===== config.mk =====
export PLATFORM = sky130hd
export DESIGN_NAME = imem_loader
export DESIGN_NICKNAME = d
export VERILOG_FILES = /design/src/rtl/imem_loader.sv
export SDC_FILE = /design/constraint.sdc
export NUM_CORES = 1
export LEC_CHECK = 0
export CORE_MARGIN = 3
export CORE_UTILIZATION = 25
export CTS_CLUSTER_DIAMETER = 120
export DETAILED_ROUTE_END_ITERATION = 12
export PLACE_DENSITY_LB_ADDON = 0.1
export SYNTH_ARGS = -nofsm -noshare
export SYNTH_HDL_FRONTEND = slang
export SYNTH_SLANG_ARGS = --single-unit

===== constraint.sdc =====
create_clock -name clk -period 5.2 [get_ports clk]
set_clock_uncertainty 0.2 [all_clocks]
set_input_delay 0.78 -clock clk [delete_from_list [all_inputs] [get_ports clk]]
set_output_delay 0.78 -clock clk [all_outputs]
set_load 0.03 [all_outputs]

===== src/rtl/imem_loader.sv =====
// imem_loader: program loader on the write side of the instruction memory.
// Accepts a byte stream over valid/ready and packs it into big-endian 32-bit
// words. Each word is written to the next word address, starting at 0. The
// CPU is held in reset until the whole program has been loaded.
// Optional feature macro: CHECKSUM_EN. When it is defined, a 32-bit sum of
// the written words is compared against 4 trailing stream bytes, and err
// reports a mismatch.
module imem_loader #(
    parameter int ADDR_WIDTH = 10
) (
    input  logic                  clk,
    input  logic                  reset_n,
    input  logic                  start,
    input  logic [ADDR_WIDTH:0]   count,
    input  logic                  in_valid,
    input  logic [7:0]            in_data,
    output logic                  in_ready,
    output logic                  we,
    output logic [ADDR_WIDTH-1:0] wa,
    output logic [31:0]           wd,
    output logic                  busy,
    output logic                  done,
    output logic                  cpu_hold,
    output logic                  err
);

    typedef enum logic [2:0] {
        S_IDLE,
        S_BYTE,
        S_WRITE,
        S_CHK,
        S_DONE
    } state_t;

    localparam logic [ADDR_WIDTH:0] ONE = 1;

    state_t                state;
    state_t                state_nx;
    logic [1:0]            byte_cnt;
    logic [23:0]           pack;
    logic [ADDR_WIDTH:0]   word_cnt;
    logic [ADDR_WIDTH:0]   total;
    logic [ADDR_WIDTH:0]   word_next;
    logic                  accept_start;
    logic                  xfer;
    logic                  last_byte;
    logic                  last_word;

    assign accept_start = start && ((state == S_IDLE) || (state == S_DONE));
    assign in_ready     = (state == S_BYTE) || (state == S_CHK);
    assign xfer         = in_valid && in_ready;
    assign last_byte    = xfer && (byte_cnt == 2'd3);
    assign word_next    = word_cnt + ONE;
    assign last_word    = (word_next == total);

    assign we       = (state == S_WRITE);
    assign busy     = (state == S_BYTE) || (state == S_WRITE) || (state == S_CHK);
    assign cpu_hold = busy;
    assign done     = (state == S_DONE);

    // State register
    always_ff @(posedge clk or negedge reset_n) begin
        if (!reset_n) begin
            state <= S_IDLE;
        end else begin
            state <= state_nx;
        end
    end

    // Next-state logic; a zero-length load goes straight to DONE
    always_comb begin
        state_nx = state;
        case (state)
            S_IDLE, S_DONE: begin
                if (accept_start) begin
                    state_nx = (count == '0) ? S_DONE : S_BYTE;
                end
            end
            S_BYTE: begin
                if (last_byte) begin
                    state_nx = S_WRITE;
                end
            end
            S_WRITE: begin
                if (!last_word) begin
                    state_nx = S_BYTE;
                end else begin
`ifdef CHECKSUM_EN
                    state_nx = S_CHK;
`else
                    state_nx = S_DONE;
`endif
                end
            end
            S_CHK: begin
                if (last_byte) begin
                    state_nx = S_DONE;
                end
            end
            default: state_nx = S_IDLE;
        endcase
    end

`ifdef CHECKSUM_EN
    logic [31:0] sum;
    logic        err_q;

    // Checksum accumulator; the trailing 4 bytes are compared against the sum
    always_ff @(posedge clk or negedge reset_n) begin
        if (!reset_n) begin
            sum   <= '0;
            err_q <= 1'b0;
        end else begin
            if (accept_start) begin
                sum   <= '0;
                err_q <= 1'b0;
            end
            if (state == S_WRITE) begin
                sum <= sum + wd;
            end
            if (last_byte && (state == S_CHK)) begin
                err_q <= ({pack, in_data} != sum);
            end
        end
    end

    assign err = err_q;
`else
    assign err = 1'b0;
`endif

    // Byte packing, word counting and the write port. wa/wd only change on
    // the 4th byte of a word, so they are stable in WRITE and hold afterwards.
    always_ff @(posedge clk or negedge reset_n) begin
        if (!reset_n) begin
            byte_cnt <= '0;
            pack     <= '0;
            word_cnt <= '0;
            total    <= '0;
            wa       <= '0;
            wd       <= '0;
        end else begin
            if (accept_start) begin
                total    <= count;
                word_cnt <= '0;
                byte_cnt <= '0;
            end
            if (xfer) begin
                byte_cnt <= byte_cnt + 2'd1;
                pack     <= {pack[15:0], in_data};
                if (last_byte && (state == S_BYTE)) begin
                    wa <= word_cnt[ADDR_WIDTH-1:0];
                    wd <= {pack, in_data};
                end
            end
            if (state == S_WRITE) begin
                word_cnt <= word_next;
            end
        end
    end

endmodule


# Word-level counts from Yosys, hierarchy flattened

Index checks and enable logic that the tools add are counted.

Word-level logic and storage cells: 43
Bits of input ports: 23
Output and inout port bits: 48
Flip-flop bits (word level): 93

Equality and inequality tests: 9
Muxes and demuxes: 10
Add/sub/neg operators: 2
Reduce and logical (&&, ||, !) cells: 15

Operator list:

| operator              | number |
|---|---|
| $mux 11               | 2 |
| $mux 3                | 5 |
| $pmux 3 s4            | 1 |
| $add 11x1->11 const B | 1 |
| $eq 11x11->1          | 1 |
| $logic_not 11->1      | 1 |
| $eq 3x2->1 const B    | 2 |
| $ne 2x2->1 const B    | 3 |
| $logic_and 1x1->1     | 4 |
| $logic_or 1x1->1      | 4 |
| $mux 2                | 2 |
| $reduce_bool 2->1     | 2 |
| $eq 3x1->1 const B    | 1 |
| $eq 3x3->1 const B    | 1 |
| $logic_not 3->1       | 1 |
| $reduce_and 3->1      | 1 |
| $add 2x1->2 const B   | 1 |
| $eq 2x2->1 const B    | 1 |
| $reduce_and 2->1      | 1 |
| $reduce_or 2->1       | 1 |

# Depth between registers and ports, before layout

Depth in word-level cells: 6
Depth in mapped cells: 8
Gate-level depth less buffers: 6

# Least setup slack after synthesis

Ideal clock, no wire load.

Kind: reg-to-output
Start point: reg state[1]
End point: out cpu_hold
Data required time: 4.220 ns
Arrival: 1.251 ns
Cell stages (with the launch flop): 4
Path buffers: 1
Path slack: 2.969 ns
Cells stage by stage: dfrtp_1 -> nor2_1 -> nor2_1 -> buf_4

Longest elaborated chain between the ends: 3

Ends and longest elaborated chain:

| what                                            | line | RTL |
|---|---|---|
| from (decl)                                     | 37   | `state_t state;` |
| from (signal assigned)                          | 66   | `state <= state_nx;` |
| $eq 3x1->1 / $eq 3x2->1 (equally long branches) | 57   | `assign busy = (state == S_BYTE) \|\| (state == S_WRITE) \|\| (state == S_CHK);` |
| $logic_or 1x1->1                                | 57   |  |
| $logic_or 1x1->1 (*)                            | 57   |  |
| to (decl)                                       | 23   | `output logic cpu_hold,` |

Mark *: on every way between the ends. The rest lies on a longest branch, timed or not.

# Worst setup path after layout

Start point: reg state[1]
End point: out we

Longest elaborated chain between the ends: 1

Ends and longest elaborated chain:

| what       | line | RTL |
|---|---|---|
| $eq 3x2->1 | 56   | `assign we = (state == S_WRITE);` |
| to (decl)  | 18   | `output logic we,` |

Every way passes these cells.

==> impl_metrics.yaml <==
outcome:
  outcome: "complete, no violations"
final_layout:
  layout_common_cells: "93 x dfrtp_1, 68 x clkdlybuf4s50_1, 65 x mux2_2"
  area_growth_syn_to_layout_pct: 30.1
  drive_gt1_frac: 0.221
  layout_commonest_cell: "dfrtp_1"
  diodes: 0
  fill_cells: 1566
  fin_nets: 423
drt:
  drt_wl_total_um: 8900
  drt_first_pass_iters: 5
  drc: 0
  viasPerCell: 4.43
  vias: 2721
  postRouteAntennaNets: 0
  wl_per_cell_um: 14.5
  drt_iter0_drc: 135
sta:
  setup_viol: 0
  tns_ns: 0
  min_period_over_period: 0.648
  post-route-min-period_ns: 3.37
  timing.slew.headroom: 0.477
  hold_ws_ns: 0.285
  slew_viol_final: 0
  tightest_slew_ns: 0.781
  rsz0062_at_grt: "no"
  fmax_mhz: 297
  hold_viol_final: 0
worst_setup_path:
  crit_path_start_kind: "flop"
  crit_type: "flop to primary output"
  reg2reg_to: "wa[5]"
  endpoint_kind: "primary output"
  rrSetupSlack_ns: 2.59
  path_max_fanout: 15
  reg2reg_depth: 5
  arrival_ns: 2.39
  cp.required_ns: 4.22
  reg2reg_from: "state[2]"
logic_synthesis:
  synth.distinct_cells: 45
  ys_warn_count: 0
  mappedNetlistArea_mm2: 0.00404
  synth_seq_cells: 93
  async_reset_ff_frac: 1.00
  synthCells: 333
  ys.flop_type: "dfrtp_1"
  synth_nets: 358
  avgSynthCellArea_um2: 12.1
  ys_seq_area_frac: 0.576
  synth_edf_count: 0
placed_design:
  dp_hpwl_um: 6070
  gp_congestion: 0.761
  portBuffers: 69
pwr:
  p_per_area_mw_per_mm2: 599
  p_leak_uw: 0.00222
  worst_ir_drop_vdd_mv: 0.244
cts:
  cts_tree: "done"
  cts.clk_slew.worst_paths_ns: 0.07
  cts-root-buf: "clkbuf_16"
  clock_latency_ns: 0.35
  ctsHtreeMaxLevel: 3
  cts_repair_resize_count: 0
  postCtsSetupRepairBufs: 0
  cts_buffers: 9
  cts.path.max_buffers: 2
  clock_sinks: 93
  postCtsHoldBufs: 0
grt:
  antenna_found_initial: 0
  grt_pass1_wl_um: 15200
  grt_pass1_vias: 2883
  grt_max_degree: 55
  grt_overflow_total: 0
  track_usage: 0.108
die:
  num_rows: 45
  die_area_mm2: 0.0177
  dieWidth_um: 133
  core_area_mm2: 0.0155
  io_pins: 71
  fp.dieH_um: 133
  initial_core_util: 0.261
job:
  max-cap-violations: 0
min_path:
  hold_class: "input port to asynchronous set/reset pin"
==> per-stage QoR <==
stage	util	power (uW)	area [um^2]	std cells	worst slack [ns]
2_1_floorplan	-	1980	4040	333	2.97
3_3_place_gp	0.318	2440	4920	598	1.91
3_5_place_dp	0.318	2450	4920	598	1.87
4_1_cts	0.340	3200	5260	614	1.80
5_1_grt	0.340	3360	5260	614	1.72
6_report	0.340	3150	5260	614	1.83
==> routing by layer <==
layer,GRT usage,share of wire
met1,0.144,0.48
met4,0.0371,0.016
met5,0,0
met2,0.163,0.46
met3,0.0397,0.044
==> cell type report <==
type                            count  area [um^2]  area share
Inverter                            3         11.3     0.00214
Tap cell                          211          264      0.0502
Timing Repair Buffer               71          703       0.134
Multi-Input combinational cell    220         1620       0.307
Clock buffer                       11          253      0.0481
Clock inverter                      5         82.6      0.0157
Sequential cell                    93         2330       0.443
==> cell families after synthesis <==
group	synth area share
compound gates	0.0681
xor+xnor	0.0260
fa+ha+maj	0.00619
buf+inv	0.0244
flops	0.576
mux	0.187
other cells	0.000928
simple gates	0.112
==> critical path: stages, from the launching register on <==
cell and delay [ns]:
dfrtp_1 0.51, nand2b_1 0.13, or2_1 0.44, inv_2 0.26, clkdlybuf4s50_1 0.70
==> sequential cells by signal, summed over array words and instances, names as in the netlist <==
| register | flops |
|---|---|
| total | 11 |
| wd | 32 |
| pack | 24 |
| word_cnt | 11 |
| wa | 10 |
| byte_cnt | 2 |
| state | 3 |
==> synth_stat cells, types with 4 or more instances <==
cell,instances,area (um^2)
nand3_1,7,35.0
xnor2_1,6,52.6
a21oi_1,4,20.0
nand2_1,47,176
buf_2,10,50.1
or3_1,4,25.0
xor2_1,6,52.6
mux2_2,65,732
clkbuf_1,4,15.0
nand4_1,4,25.0
dfrtp_1,93,2330
nor2_1,14,52.6
o21ai_0,18,90.1
==> report_power, final <==
group | internal (uW) | switching (uW)
Clock | 447 | 286
Sequential | 1020 | 192
Combinational | 585 | 622
Total | 2050 | 1100
==> worst max-delay path by stage <==
stage,from,to,slack (ns),depth (start not counted)
after floorplan,state[1],cpu_hold,2.97,3
after global placement,in_valid,wa[1],1.91,5
after detailed placement,in_valid,wd[13],1.87,5
after CTS,state[1],we,1.80,4
after global routing,state[1],we,1.72,4
final,state[1],we,1.83,4
No activity file was read; power rests on OpenSTA's default activity.
